## config.mk

```make
export PLATFORM = sky130hd
export DESIGN_NAME = mult_eval_engine
export DESIGN_NICKNAME = d
export VERILOG_FILES = /design/src/rtl/mult_eval_pkg.sv /design/src/rtl/mult_eval_lfsr.sv /design/src/rtl/mult_eval_engine.sv
export SDC_FILE = /design/constraint.sdc
export NUM_CORES = 1
export LEC_CHECK = 0
export BUFFER_PORTS_ARGS = -buffer_cell sky130_fd_sc_hd__buf_2
export CAP_MARGIN = 0
export CELL_PAD_IN_SITES_DETAIL_PLACEMENT = 2
export CELL_PAD_IN_SITES_GLOBAL_PLACEMENT = 2
export CORE_ASPECT_RATIO = 0.6
export CORE_MARGIN = 2
export CORE_UTILIZATION = 32
export CTS_CLUSTER_DIAMETER = 150
export DETAILED_ROUTE_END_ITERATION = 6
export PLACE_DENSITY_LB_ADDON = 0.15
export SYNTH_ARGS = -nofsm -noshare
export SYNTH_HDL_FRONTEND = slang
export SYNTH_SLANG_ARGS = --single-unit
export TNS_END_PERCENT = 5
```

## constraint.sdc

```tcl
create_clock -name clk -period 3.8 [get_ports clk]
set_input_delay 0.57 -clock clk [delete_from_list [all_inputs] [get_ports clk]]
set_output_delay 0.57 -clock clk [all_outputs]
set_load 0.005 [all_outputs]
```

## src/rtl/mult_eval_pkg.sv

```systemverilog
// Shared definitions for the multiplier evaluation engine: FSM states,
// LFSR polynomial/seed and the statistics counter width.
package mult_eval_pkg;

    typedef enum logic [2:0] {
        ST_IDLE    = 3'd0,
        ST_DRIVE   = 3'd1,
        ST_SETTLE  = 3'd2,
        ST_COMPARE = 3'd3,
        ST_DONE    = 3'd4
    } state_t;

    // Right-shifting Galois taps for x^16+x^14+x^13+x^11+1
    localparam logic [15:0] LFSR_POLY    = 16'hB400;
    localparam logic [15:0] DEFAULT_SEED = 16'hACE1;
    localparam int          CNT_W        = 16;

endpackage

```

## src/rtl/mult_eval_lfsr.sv

```systemverilog
// 16-bit Galois LFSR that steps once per advance pulse; a zero seed would
// lock up, so it is replaced by the default seed.
module mult_eval_lfsr
    import mult_eval_pkg::*;
#(
    parameter logic [15:0] SEED  = DEFAULT_SEED,
    parameter int          OUT_W = 4
)(
    input  logic             clk,
    input  logic             rst,
    input  logic             advance,
    output logic [OUT_W-1:0] slice
);

    localparam logic [15:0] START = (SEED == 16'h0000) ? DEFAULT_SEED : SEED;

    logic [15:0] value_r;
    logic [15:0] value_next_s;

    // next LFSR value: shift right, fold the polynomial in when a one drops out
    always_comb begin
        value_next_s = {1'b0, value_r[15:1]};
        if (value_r[0]) begin
            value_next_s = value_next_s ^ LFSR_POLY;
        end else begin
            value_next_s = value_next_s;
        end
    end

    // LFSR state register
    always_ff @(posedge clk or posedge rst) begin
        if (rst) begin
            value_r <= START;
        end else if (advance) begin
            value_r <= value_next_s;
        end else begin
            value_r <= value_r;
        end
    end

    assign slice = value_r[OUT_W-1:0];

endmodule

```

## src/rtl/mult_eval_engine.sv

```systemverilog
// Drives pseudo-random operand pairs into a candidate multiplier, samples the
// product after a settle window, streams each beat and accumulates error stats.
module mult_eval_engine
    import mult_eval_pkg::*;
#(
    parameter int          WIDTH         = 2,
    parameter int          NUM_VECTORS   = 20,
    parameter int          SETTLE_CYCLES = 1,
    parameter logic [15:0] LFSR_SEED     = 16'hACE1
)(
    input  logic                      clk,
    input  logic                      rst,
    input  logic                      start,
    output logic [WIDTH-1:0]          mul_a,
    output logic [WIDTH-1:0]          mul_b,
    input  logic [2*WIDTH-1:0]        mul_p,
    output logic                      res_valid,
    input  logic                      res_ready,
    output logic [WIDTH-1:0]          res_a,
    output logic [WIDTH-1:0]          res_b,
    output logic [2*WIDTH-1:0]        res_p,
    output logic                      busy,
    output logic                      done,
    output logic [CNT_W-1:0]          err_count,
    output logic [2*WIDTH+CNT_W-1:0]  err_sum
);

    localparam int PW   = 2 * WIDTH;
    localparam int SUMW = PW + CNT_W;
    localparam int VW   = $clog2(NUM_VECTORS + 1);
    localparam int SCW  = $clog2(SETTLE_CYCLES + 1);
    localparam logic [VW-1:0]  LAST_VEC    = VW'(NUM_VECTORS - 1);
    localparam logic [SCW-1:0] SETTLE_LOAD = SCW'(SETTLE_CYCLES - 1);

    state_t            state_r, state_next_s;
    logic [PW-1:0]     ops_s;
    logic [WIDTH-1:0]  mul_a_r, mul_b_r, res_a_r, res_b_r;
    logic [PW-1:0]     res_p_r;
    logic              res_valid_r, busy_r, done_r;
    logic [CNT_W-1:0]  err_count_r, count_next_s;
    logic [SUMW-1:0]   err_sum_r, sum_next_s;
    logic [VW-1:0]     vec_cnt_r;
    logic [SCW-1:0]    settle_cnt_r;
    logic [PW-1:0]     exact_s, abs_err_s;
    logic              clear_s, accept_s;

    function automatic logic [SUMW-1:0] sat_add(input logic [SUMW-1:0] acc,
                                                input logic [PW-1:0]   inc);
        logic [SUMW:0] wide;
        wide = {1'b0, acc} + {{(SUMW + 1 - PW){1'b0}}, inc};
        if (wide[SUMW]) begin
            sat_add = {SUMW{1'b1}};
        end else begin
            sat_add = wide[SUMW-1:0];
        end
    endfunction

    mult_eval_lfsr #(
        .SEED  (LFSR_SEED),
        .OUT_W (PW)
    ) u_lfsr (
        .clk     (clk),
        .rst     (rst),
        .advance (accept_s),
        .slice   (ops_s)
    );

    // next-state logic and the clear/accept strobes
    always_comb begin
        state_next_s = state_r;
        clear_s      = 1'b0;
        accept_s     = 1'b0;
        case (state_r)
            ST_IDLE, ST_DONE: begin
                if (start) begin
                    state_next_s = ST_DRIVE;
                    clear_s      = 1'b1;
                end else begin
                    state_next_s = state_r;
                end
            end
            ST_DRIVE: state_next_s = ST_SETTLE;
            ST_SETTLE: begin
                if (settle_cnt_r == {SCW{1'b0}}) begin
                    state_next_s = ST_COMPARE;
                end else begin
                    state_next_s = ST_SETTLE;
                end
            end
            ST_COMPARE: begin
                if (res_ready) begin
                    accept_s     = 1'b1;
                    state_next_s = (vec_cnt_r == LAST_VEC) ? ST_DONE : ST_DRIVE;
                end else begin
                    state_next_s = ST_COMPARE;
                end
            end
            default: state_next_s = ST_IDLE;
        endcase
    end

    // exact product, absolute error and saturating counter updates for the held beat
    always_comb begin
        exact_s = {{WIDTH{1'b0}}, res_a_r} * {{WIDTH{1'b0}}, res_b_r};
        if (exact_s >= res_p_r) begin
            abs_err_s = exact_s - res_p_r;
        end else begin
            abs_err_s = res_p_r - exact_s;
        end
        if ((exact_s != res_p_r) && (err_count_r != {CNT_W{1'b1}})) begin
            count_next_s = err_count_r + CNT_W'(1);
        end else begin
            count_next_s = err_count_r;
        end
        sum_next_s = sat_add(err_sum_r, abs_err_s);
    end

    // state register and status flags derived from the upcoming state
    always_ff @(posedge clk or posedge rst) begin
        if (rst) begin
            state_r     <= ST_IDLE;
            res_valid_r <= 1'b0;
            busy_r      <= 1'b0;
            done_r      <= 1'b0;
        end else begin
            state_r     <= state_next_s;
            res_valid_r <= (state_next_s == ST_COMPARE);
            busy_r      <= (state_next_s == ST_DRIVE) || (state_next_s == ST_SETTLE) ||
                           (state_next_s == ST_COMPARE);
            done_r      <= (state_next_s == ST_DONE);
        end
    end

    // operand drive, settle countdown and result capture
    always_ff @(posedge clk or posedge rst) begin
        if (rst) begin
            mul_a_r      <= {WIDTH{1'b0}};
            mul_b_r      <= {WIDTH{1'b0}};
            settle_cnt_r <= {SCW{1'b0}};
            res_a_r      <= {WIDTH{1'b0}};
            res_b_r      <= {WIDTH{1'b0}};
            res_p_r      <= {PW{1'b0}};
        end else if (state_r == ST_DRIVE) begin
            mul_a_r      <= ops_s[WIDTH-1:0];
            mul_b_r      <= ops_s[PW-1:WIDTH];
            settle_cnt_r <= SETTLE_LOAD;
        end else if ((state_r == ST_SETTLE) && (settle_cnt_r == {SCW{1'b0}})) begin
            res_a_r <= mul_a_r;
            res_b_r <= mul_b_r;
            res_p_r <= mul_p;
        end else if (state_r == ST_SETTLE) begin
            settle_cnt_r <= settle_cnt_r - SCW'(1);
        end else begin
            settle_cnt_r <= settle_cnt_r;
        end
    end

    // run statistics: cleared on start, updated once per accepted beat
    always_ff @(posedge clk or posedge rst) begin
        if (rst) begin
            err_count_r <= {CNT_W{1'b0}};
            err_sum_r   <= {SUMW{1'b0}};
            vec_cnt_r   <= {VW{1'b0}};
        end else if (clear_s) begin
            err_count_r <= {CNT_W{1'b0}};
            err_sum_r   <= {SUMW{1'b0}};
            vec_cnt_r   <= {VW{1'b0}};
        end else if (accept_s) begin
            err_count_r <= count_next_s;
            err_sum_r   <= sum_next_s;
            vec_cnt_r   <= vec_cnt_r + VW'(1);
        end else begin
            err_count_r <= err_count_r;
        end
    end

    assign mul_a     = mul_a_r;
    assign mul_b     = mul_b_r;
    assign res_valid = res_valid_r;
    assign res_a     = res_a_r;
    assign res_b     = res_b_r;
    assign res_p     = res_p_r;
    assign busy      = busy_r;
    assign done      = done_r;
    assign err_count = err_count_r;
    assign err_sum   = err_sum_r;

endmodule
```

==> reports/summary.md <==
The tools report the startpoint type of the worst setup path as a flop. The design draws 3.48 mW. For the register-to-register setup slack, the log shows -0.007 ns.

The clock tree synthesis step divided the H-tree into 3 levels. The endpoint identified for the worst register-to-register timing path is err_sum[7]. Total routing resource utilization after global routing: 19.8%.

The worst setup path is captured at a flop. The initial utilization of the core area, before any placement, comes to 32.6%. In this run the cell area of the synthesized design comes to 0.00392 mm2. The global-route met1 utilization is 28.1%, and the proportion of synthesized flip-flops having asynchronous set or reset is 100%. Once placement finished, the instance area stood at 0.00449 mm2. The final-report max-slew violation count was 0.

Fraction of the core area covered by cells at the end of the flow: 41.2%. After detailed routing, the total wire length is 12.5 mm. 0 antenna diodes ended up in the layout. The number of cells on the worst reg-to-reg path is 17. The critical path ends at err_sum[7]. The leakage power figure was 2.32 nW; the number of global-route vias before repair was 3677. Cell total after placement: 633. Before CTS, the worst setup slack after placement is -0.194 ns. Clock tree synthesis inserted a total of 9 buffers. For this run, global-route usage on met3 was measured as 5.13%. The number of warnings issued by yosys is 0.

The tools report the root buffer cell as sky130_fd_sc_hd__clkbuf_16. The logs give 31.1% for the met2 global-route usage and 8.72 mm for the detailed placement HPWL. Measured against its own limit, the worst slew margin works out to 45.6%. The site row count came out at 31. The tightest hold path in the finished design has a slack of 0.375 ns. The run gives 37 as the largest net degree at the start of global routing.

The top cell type by total area after synthesis is sky130_fd_sc_hd__dfrtp_1. After synthesis, the mean cell area works out to 9.61 um2. Counting every instance in the synthesized netlist gives 408. The final worst-path setup slack is -0.00749 ns, and the chip height is 89.8 um. After clock tree synthesis, the clock-pin slew on the worst setup and hold paths is 0.06 ns. The first global-routing pass estimated 20.5 mm of wire.

The worst hold path class was in -> async. The count of input and output buffers is 58. The busiest metal layer after global routing is met2. The worst path needs 3.81 ns of the cycle, external delays included. In the post-synthesis netlist, the biggest area contributors are sky130_fd_sc_hd__dfrtp_1 43%, sky130_fd_sc_hd__nand2_1 6.5%, sky130_fd_sc_hd__dfstp_2 5.4%. The first detailed-routing pass ran for 4 iterations.

The start-to-end type of the worst setup path is reg -> reg. For the final database, setup skew stands at 0.0114 ns. For the pin with the worst max-slew slack, the measured transition is 0.809 ns. The detail route stage leaves a number of antenna-violating nets equal to 0. The logs give 434 for the post-synthesis net count and 59 for the count of boundary I/O pins.

Summing all non-filler instances in the final layout gives an area of 0.00495 mm2. The net count of the finished layout is 514. The flow ran to the end, but the final reports show violations. TritonCTS built the clock tree. The portion of the clock cycle consumed by the worst path in the final layout works out to 100%.

The number of antenna violations at the first check in global routing was 0; the area of the multi-input gates was 0.00200 mm2. Maximum clock path buffer count: 2. The worst flop-to-flop path startpoint was res_a[1].

The sink count of the clock tree is 76, and the fill cell total of the finished layout is 1321. The detailed router finished its first iteration with 128 violations. For the number of different library cells in the post-synthesis netlist, the log shows 50.

Synthesis inferred 76 register bits. The data arrival time at the worst-slack endpoint was 4.03 ns; the remaining global-route overflow was 0. In the routed design, unresolved DRC markers number 0.

Across the whole layout, storage elements account for 0.00191 mm2. The peak ir drop on the vdd network is 0.414 mV, and the critical path data required time is 4.02 ns. Counting flops with a built-in enable in the synthesized netlist gives 0. The detailed router placed 3378 vias in this run.

After routing, the total negative slack on setup checks comes to -0.00749 ns. In this run the standard cell core region covers 0.0120 mm2. The post-synthesis to final-layout area growth is 26.3%, and the number of hold buffers added after cts is 0. Summed over its instances, the top area cell type makes up 43.4% of the synthesized netlist area. Using the TritonRoute via totals, the vias-per-cell ratio works out to 5.13. By count the netlist is led by 68 x sky130_fd_sc_hd__dfrtp_1, 68 x sky130_fd_sc_hd__nand2_1, 29 x sky130_fd_sc_hd__nor2_1. Dividing the detail-routed wire length by the instance count gives 18.9 um.

The logs give 658 for the non-filler instance count after layout and 0 for the final-report hold violation count. The run gives 0.819 as the routability-driven placement congestion ratio. Among all flip-flop cells after synthesis, the most frequent one is sky130_fd_sc_hd__dfrtp_1. Of the cells placed in the final design, the portion with a size suffix greater than 1 is 28.4%. In this run the power density over the cells is 702 mW/mm2. The final reports fail on setup timing.

The sequential area share after synthesis was 48.7%; the number of maximum-capacitance violations was 0. The die span in x was 147 um; the upper clock frequency limit was 263 MHz. The total die area came out at 0.0132 mm2.

The count of endpoints failing setup in the final report came out at 1. The source of the critical timing path was res_a[1]. The worst-skew pair later-pin latency was 0.34 ns. Highest net fanout along the worst path: 6.
area by class of cell:
type | instances | area share [%]
Clock inverter | 2 | 0.253
Timing Repair Buffer | 84 | 9.87
Tap cell | 165 | 4.17
Inverter | 21 | 1.59
Sequential cell | 76 | 38.6
Clock buffer | 14 | 5.13
Multi-Input combinational cell | 296 | 40.4
cell families after synthesis:
kind of cell    share of synthesized area, %
simple gates                            20.7
buf+inv                                 3.44
mux                                     3.32
flops                                   48.7
fa+ha+maj                               6.32
xor+xnor                                4.91
compound gates                          12.6
registers in the layout, indices dropped and copies added (netlist names):
register        count
res_p               4
res_a               2
state_r             3
busy                1
mul_a               2
done                1
err_sum            20
settle_cnt_r        1
res_valid           1
mul_b               2
vec_cnt_r           5
u_lfsr.value_r     16
err_count          16
res_b               2
what timing repair did:
action                                  in CTS  in global routing
buffers inserted                             3                  6
gates resized for setup                      9                 20
pin swaps                                    5                 10
endpoints found under the setup margin      20                 20
hold endpoints to repair                     0                  0
metal layers:
metal | share of wire [%] | up-vias
li1 | - | 1590
met1 | 50 | 1741
met2 | 46 | 39
met3 | 2.9 | 8
met4 | 0.70 | 0
met5 | 0 | -
placed cells by master (no fill, tap or decap), types with 2 or more instances in the layout:
cell                         n
sky130_fd_sc_hd__mux2i_2     3
sky130_fd_sc_hd__nand4_1    11
sky130_fd_sc_hd__nand3_1    12
sky130_fd_sc_hd__ha_4        3
sky130_fd_sc_hd__nand2_1    67
sky130_fd_sc_hd__and2_4      2
sky130_fd_sc_hd__ha_2        2
sky130_fd_sc_hd__nand3b_1    2
sky130_fd_sc_hd__a211oi_1    5
sky130_fd_sc_hd__and4_1      3
sky130_fd_sc_hd__a21oi_1    19
sky130_fd_sc_hd__o21ai_1     2
sky130_fd_sc_hd__dfrtp_1    68
sky130_fd_sc_hd__inv_1      20
sky130_fd_sc_hd__mux2_2      8
sky130_fd_sc_hd__nor2_1     28
sky130_fd_sc_hd__xor2_1      7
sky130_fd_sc_hd__buf_4      25
sky130_fd_sc_hd__a21o_1      5
sky130_fd_sc_hd__nor4_1      3
sky130_fd_sc_hd__nor3_1     10
sky130_fd_sc_hd__a31oi_1    10
sky130_fd_sc_hd__and2_1      4
sky130_fd_sc_hd__a311oi_1    4
sky130_fd_sc_hd__o21a_1      3
sky130_fd_sc_hd__and3_1      5
sky130_fd_sc_hd__fa_2        2
sky130_fd_sc_hd__buf_2      58
sky130_fd_sc_hd__dfstp_2     8
sky130_fd_sc_hd__xnor2_1    15
sky130_fd_sc_hd__nand2b_1    2
sky130_fd_sc_hd__clkbuf_16   9
sky130_fd_sc_hd__o21ai_0    19
sky130_fd_sc_hd__ha_1       10
sky130_fd_sc_hd__a32o_1      2
sky130_fd_sc_hd__clkbuf_1    4
worst max-delay path, stage by stage, from the launching register on:
cell and delay (ns):
sky130_fd_sc_hd__dfrtp_1 0.40, sky130_fd_sc_hd__buf_4 0.15, sky130_fd_sc_hd__and2_1 0.18, sky130_fd_sc_hd__ha_4 0.29, sky130_fd_sc_hd__ha_4 0.21, sky130_fd_sc_hd__nor2b_2 0.16
sky130_fd_sc_hd__o21ai_1 0.14, sky130_fd_sc_hd__nand3b_1 0.17, sky130_fd_sc_hd__mux2i_2 0.20, sky130_fd_sc_hd__buf_4 0.13, sky130_fd_sc_hd__buf_4 0.12, sky130_fd_sc_hd__ha_1 0.29
sky130_fd_sc_hd__a211oi_1 0.47, sky130_fd_sc_hd__o21bai_4 0.16, sky130_fd_sc_hd__buf_6 0.16, sky130_fd_sc_hd__nand2_2 0.13, sky130_fd_sc_hd__o21ai_0 0.10, sky130_fd_sc_hd__a32o_1 0.23
how the worst min path moves through the flow:
stage	end	depth (start not counted)
floorplan	u_lfsr.value_r[5]	2
finish	err_sum[8]	2
CTS	state_r[0]	2
detailed placement	u_lfsr.value_r[6]	2
global placement	u_lfsr.value_r[5]	2
global route	state_r[0]	2
report_power, final:
| group | switching [mW] | internal [mW] |
|---|---|---|
| combinational | 0.900 | 0.724 |
| clock | 0.334 | 0.460 |
| sequential | 0.136 | 0.924 |
| total | 1.37 | 2.11 |
(Power assumes the default switching activity.)
